===== config.mk =====
export PLATFORM = sky130hd
export DESIGN_NAME = traffic_light_seq
export DESIGN_NICKNAME = d
export VERILOG_FILES = /design/src/rtl/traffic_light_seq.sv
export SDC_FILE = /design/constraint.sdc
export NUM_CORES = 1
export LEC_CHECK = 0
export ABC_AREA = 1
export CAP_MARGIN = 20
export CORE_ASPECT_RATIO = 0.5
export CORE_MARGIN = 2
export CORE_UTILIZATION = 40
export CTS_BUF_LIST = sky130_fd_sc_hd__clkbuf_8
export DETAILED_ROUTE_END_ITERATION = 8
export GPL_TIMING_DRIVEN = 1
export REMOVE_ABC_BUFFERS = 1
export SETUP_SLACK_MARGIN = 0.4
export SLEW_MARGIN = 10
export SYNTH_ARGS = -nofsm -noshare
export SYNTH_HDL_FRONTEND = slang
export SYNTH_SLANG_ARGS = --single-unit

===== constraint.sdc =====
create_clock -name clk -period 1.8 [get_ports clk]
set_clock_uncertainty 0.1 [all_clocks]
set_input_delay 0.45 -clock clk [delete_from_list [all_inputs] [get_ports clk]]
set_output_delay 0.45 -clock clk [all_outputs]
set_load 0.005 [all_outputs]

===== src/rtl/traffic_light_seq.sv =====
// Round-robin traffic light sequencer: GREEN -> YELLOW -> ALLRED per approach,
// tick-timed phases, and a flashing-yellow fault mode that overrides everything but reset.
module traffic_light_seq #(
  parameter int NUM_APPROACH = 2,
  parameter int TIMER_W      = 8,
  parameter int GREEN_TICKS  = 5,
  parameter int YELLOW_TICKS = 2,
  parameter int ALLRED_TICKS = 1,
  localparam int PW = (NUM_APPROACH > 1) ? $clog2(NUM_APPROACH) : 1
) (
  input  logic                      clk,
  input  logic                      rst,
  input  logic                      enable,
  input  logic                      tick,
  input  logic                      flash,
  output logic [3*NUM_APPROACH-1:0] lights,
  output logic [2*NUM_APPROACH-1:0] code,
  output logic [PW-1:0]             phase,
  output logic                      busy
);

  typedef enum logic [2:0] {S_IDLE, S_GREEN, S_YELLOW, S_ALLRED, S_FLASH} state_e;

  localparam logic [2:0] LAMP_RED    = 3'b100;
  localparam logic [2:0] LAMP_YELLOW = 3'b010;
  localparam logic [2:0] LAMP_GREEN  = 3'b001;
  localparam logic [2:0] LAMP_OFF    = 3'b000;

  localparam logic [TIMER_W-1:0] GREEN_LOAD  = TIMER_W'(GREEN_TICKS - 1);
  localparam logic [TIMER_W-1:0] YELLOW_LOAD = TIMER_W'(YELLOW_TICKS - 1);
  localparam logic [TIMER_W-1:0] ALLRED_LOAD = TIMER_W'(ALLRED_TICKS - 1);
  localparam logic [PW-1:0]      LAST_PHASE  = PW'(NUM_APPROACH - 1);

  state_e                    state_q, state_d;
  logic [TIMER_W-1:0]        timer_q, timer_d;
  logic [PW-1:0]             phase_q, phase_d;
  logic                      flash_on_q, flash_on_d;
  logic [3*NUM_APPROACH-1:0] lights_q, lights_d;
  logic [2*NUM_APPROACH-1:0] code_q, code_d;
  logic                      busy_q, busy_d;
  logic                      expired;

  function automatic logic [2:0] lamp_for(input state_e st, input logic [PW-1:0] ph,
                                          input logic fon, input logic [PW-1:0] idx);
    logic [2:0] lamp;
    lamp = LAMP_RED;
    case (st)
      S_GREEN:  if (ph == idx) lamp = LAMP_GREEN;
      S_YELLOW: if (ph == idx) lamp = LAMP_YELLOW;
      S_FLASH:  lamp = fon ? LAMP_YELLOW : LAMP_OFF;
      default:  lamp = LAMP_RED;
    endcase
    return lamp;
  endfunction

  function automatic logic [1:0] code_of(input logic [2:0] lamp);
    logic [1:0] c;
    case (lamp)
      LAMP_YELLOW: c = 2'b01;
      LAMP_GREEN:  c = 2'b10;
      LAMP_OFF:    c = 2'b11;
      default:     c = 2'b00;
    endcase
    return c;
  endfunction

  assign expired = tick && (timer_q == '0);

  always_comb begin
    state_d    = state_q;
    timer_d    = timer_q;
    phase_d    = phase_q;
    flash_on_d = flash_on_q;
    if (flash) begin
      // Fault mode wins over timer expiry and enable; flash_on restarts dark on entry.
      state_d = S_FLASH;
      timer_d = '0;
      if (state_q != S_FLASH) flash_on_d = 1'b0;
      else if (tick)          flash_on_d = ~flash_on_q;
    end else begin
      case (state_q)
        S_IDLE: begin
          timer_d = '0;
          if (enable) begin
            state_d = S_GREEN;
            timer_d = GREEN_LOAD;
          end
        end
        S_GREEN: begin
          if (expired) begin
            state_d = S_YELLOW;
            timer_d = YELLOW_LOAD;
          end else if (tick) timer_d = timer_q - TIMER_W'(1);
        end
        S_YELLOW: begin
          if (expired) begin
            state_d = S_ALLRED;
            timer_d = ALLRED_LOAD;
          end else if (tick) timer_d = timer_q - TIMER_W'(1);
        end
        S_ALLRED: begin
          if (expired) begin
            if (enable) begin
              state_d = S_GREEN;
              timer_d = GREEN_LOAD;
              phase_d = (phase_q == LAST_PHASE) ? '0 : phase_q + PW'(1);
            end else begin
              state_d = S_IDLE;
              timer_d = '0;
            end
          end else if (tick) timer_d = timer_q - TIMER_W'(1);
        end
        S_FLASH: begin
          state_d    = S_ALLRED;
          timer_d    = ALLRED_LOAD;
          flash_on_d = 1'b0;
        end
        default: begin
          state_d = S_IDLE;
          timer_d = '0;
        end
      endcase
    end
  end

  // Outputs are derived from the next state so they change on the same edge as the state.
  always_comb begin
    lights_d = '0;
    code_d   = '0;
    for (int a = 0; a < NUM_APPROACH; a++) begin
      lights_d[3*a +: 3] = lamp_for(state_d, phase_d, flash_on_d, PW'(a));
      code_d[2*a +: 2]   = code_of(lights_d[3*a +: 3]);
    end
    busy_d = (state_d == S_GREEN) || (state_d == S_YELLOW) || (state_d == S_ALLRED);
  end

  always_ff @(posedge clk or posedge rst) begin
    if (rst) begin
      state_q    <= S_IDLE;
      timer_q    <= '0;
      phase_q    <= '0;
      flash_on_q <= 1'b0;
      lights_q   <= {NUM_APPROACH{LAMP_RED}};
      code_q     <= '0;
      busy_q     <= 1'b0;
    end else begin
      state_q    <= state_d;
      timer_q    <= timer_d;
      phase_q    <= phase_d;
      flash_on_q <= flash_on_d;
      lights_q   <= lights_d;
      code_q     <= code_d;
      busy_q     <= busy_d;
    end
  end

  assign lights = lights_q;
  assign code   = code_q;
  assign phase  = phase_q;
  assign busy   = busy_q;

endmodule


==> impl_metrics.json <==
{
  "outcome": "finished clean",
  "avgSynthCellArea_um2": 8.87,
  "dr_total_vias": 1121,
  "tns_ps": 0,
  "die_w_um": 83.1,
  "synth.most_common_cell": "dfrtp_1",
  "place_inst": 206,
  "period_minus_slack_ps": 1770,
  "synth_ff_type": "dfrtp_1",
  "fp.coreArea_um2": 3000,
  "leakagePower_nw": 0.928,
  "io_buffers": 16,
  "yosys.area.top_type_share_pct": 44.0,
  "vdd_ir_drop_max_v": 0.000568,
  "max_freq_ghz": 0.566,
  "synth_warnings": 0,
  "drt_first_pass_iters": 4,
  "finalNonFillerCells": 228,
  "max_stage_delay_ps": 410,
  "placed_cell_area_um2": 1540,
  "end_kind": "flop",
  "ios": 17,
  "pre_cts_ws_ps": -361,
  "cts_tree": "done",
  "detailed_place_hpwl_um": 1870,
  "synthAdderAreaFrac_pct": 2.00,
  "yosys-top-cells-count": "dfrtp_1, nand2_1, inv_1",
  "wl_um": 3030,
  "ys_seq_area_share_pct": 48.2,
  "die_area_um2": 3620,
  "ys_ff_latch": 24,
  "viasPerCell": 4.92,
  "cts_root_buffer": "clkbuf_8",
  "syn-cell-area_um2": 1250,
  "worstSetupPathType": "flop to flop",
  "start_util_pct": 41.8,
  "syn_inst": 141,
  "r2r-start": "timer_q[0]",
  "critPathBufInv": 3,
  "crit_start": "timer_q[0]",
  "die_y_um": 43.5,
  "path_max_fanout": 5,
  "cts_sinks": 24,
  "wl_per_cell_um": 13.3,
  "synth_edf_count": 0,
  "path_common_cell": "nand2_4",
  "final_util_pct": 61.7,
  "rsz0062_at_grt": "true",
  "clkLatencyLatePin_ps": 260,
  "grt_pass1_wl_um": 4720,
  "final_area_um2": 1850,
  "synth_top_area_cell": "dfrtp_1",
  "synthArstFlopShare_pct": 100,
  "path_clk_slew_ps": 80,
  "cpMaxStageDelayCell": "dfrtp_1",
  "cts_buffers": 3,
  "synth_compound_area_share_pct": 9.60,
  "synthSimpleGateAreaFrac_pct": 31.2,
  "synth_area_leaders": "dfrtp_1, nand2_1, inv_1",
  "synth_top_family_by_area": "simple AND/OR/NAND/NOR gates",
  "finalCritPeriodShare_pct": 98.2,
  "globalplace.congestion": 0.838,
  "worstMarginPinSlew_ps": 322,
  "track_usage_pct": 16.5,
  "gr-total-overflow": 0,
  "clockBufferDepth": 2,
  "cp.arrival_ps": 1860,
  "hold_buffers": 0,
  "synth.distinct_cells": 31,
  "antenna_found_initial": 0,
  "ant_nets": 0,
  "layout.nets": 196,
  "finalSetupViolations": 0,
  "muxShareOfSynthArea_pct": 0,
  "final_layout_size_suffix_gt1_share_pct": 56.4,
  "cap_viol_max_count": 0,
  "final-hold-violation-count": 0,
  "grt_max_degree": 25,
  "hp-class": "primary input to async pin",
  "h-tree-depth": 1,
  "maxSlewHeadroom_pct": 78.4,
  "worstPathCellList": "inv_2, ha_2, nand2_1, inv_2, nand2_4, nand2_4, nand3_4, nand2_4, buf_4, nand2_2, nand2_2, nand3_1",
  "antennaDiodeCount": 0,
  "worstPathRequired_ps": 1890,
  "drt_iter0_drc": 31,
  "critPathLaunchType": "flop",
  "synth_xor_area_share_pct": 1.40,
  "drc": 0,
  "slew_violations": 0,
  "power_density_nw_per_um2": 886,
  "cp_top_family": "simple AND/OR/NAND/NOR gates",
  "rows": 14,
  "power_mw": 1.64,
  "grt_pass1_vias": 1059,
  "area_delta_synth_final_pct": 47.7,
  "timing.final.ws_setup_ps": 31.8,
  "holdWs_ps": 423
}
==> what timing repair did <==
action,4_1_cts,5_1_grt
setup endpoints to repair,35,32
buffers inserted,7,11
pin swaps,8,22
gates cloned,0,0
resized for setup,55,43
==> logic make-up after synthesis <==
logic type,after synthesis
buffers and inverters,25
XOR/XNOR,2
flip-flops,24
AO/OA/AOI/OAI,21
adder cells (fa/ha/maj),2
AND/OR/NAND/NOR,67
==> sequential cells by signal (all words and copies together) (netlist names) <==
name and count:
flash_on_q 1, timer_q 8, lights 6, state_q 3, code 4, busy 1, phase 1
==> where the power goes <==
group	switching [mW]	internal (mW)	leakage, nW
Sequential	0.0311	0.602	0.306
Combinational	0.288	0.247	0.587
Clock	0.172	0.297	0.0357
==> worst min-delay path: cells and delay by family <==
family	cells	cell delay, ps
buf+inv	3	730
==> worst paths after layout <==
kind | endpoint | slack, ps | cells past startpoint
min in group clk | state_q[2] | 440 | 1
worst max register to register | lights[5] | 30 | 12
max in group asynchronous | lights[2] | 890 | 3
worst min-delay path | code[2] | 420 | 3
worst max-delay path | lights[5] | 30 | 12
worst min register to register | flash_on_q | 470 | 2
==> layout by cell type, fill, tap and decap left out, drive strengths merged, types with 7 or more instances in the layout <==
master | Yosys | layout
a21oi | 7 | 7
buf | 1 | 34
clkbuf | 1 | 10
dfrtp | 22 | 22
inv | 23 | 23
nand2 | 29 | 29
nand3 | 11 | 11
nor2 | 22 | 22
o21ai | 8 | 8
==> layout make-up <==
cell class	instances	area, µm²
Inverter	23	86.3
Fill cell	247	1150
Clock buffer	3	41.3
Sequential cell	24	606
Timing Repair Buffer	45	340
Tap cell	40	50.0
Multi-Input combinational cell	92	694
Clock inverter	1	30.0
==> metal layers <==
| metal | vias to the layer above | global-route usage [%] | routed length, µm |
|---|---|---|---|
| met5 | - | 0 | 0 |
| met4 | 0 | 3.28 | 34 |
| met3 | 4 | 6.10 | 97 |
| met2 | 19 | 30.2 | 1620 |
| met1 | 557 | 19.3 | 1270 |
| li1 | 541 | - | - |
No activity file was read; power rests on OpenSTA's default activity.
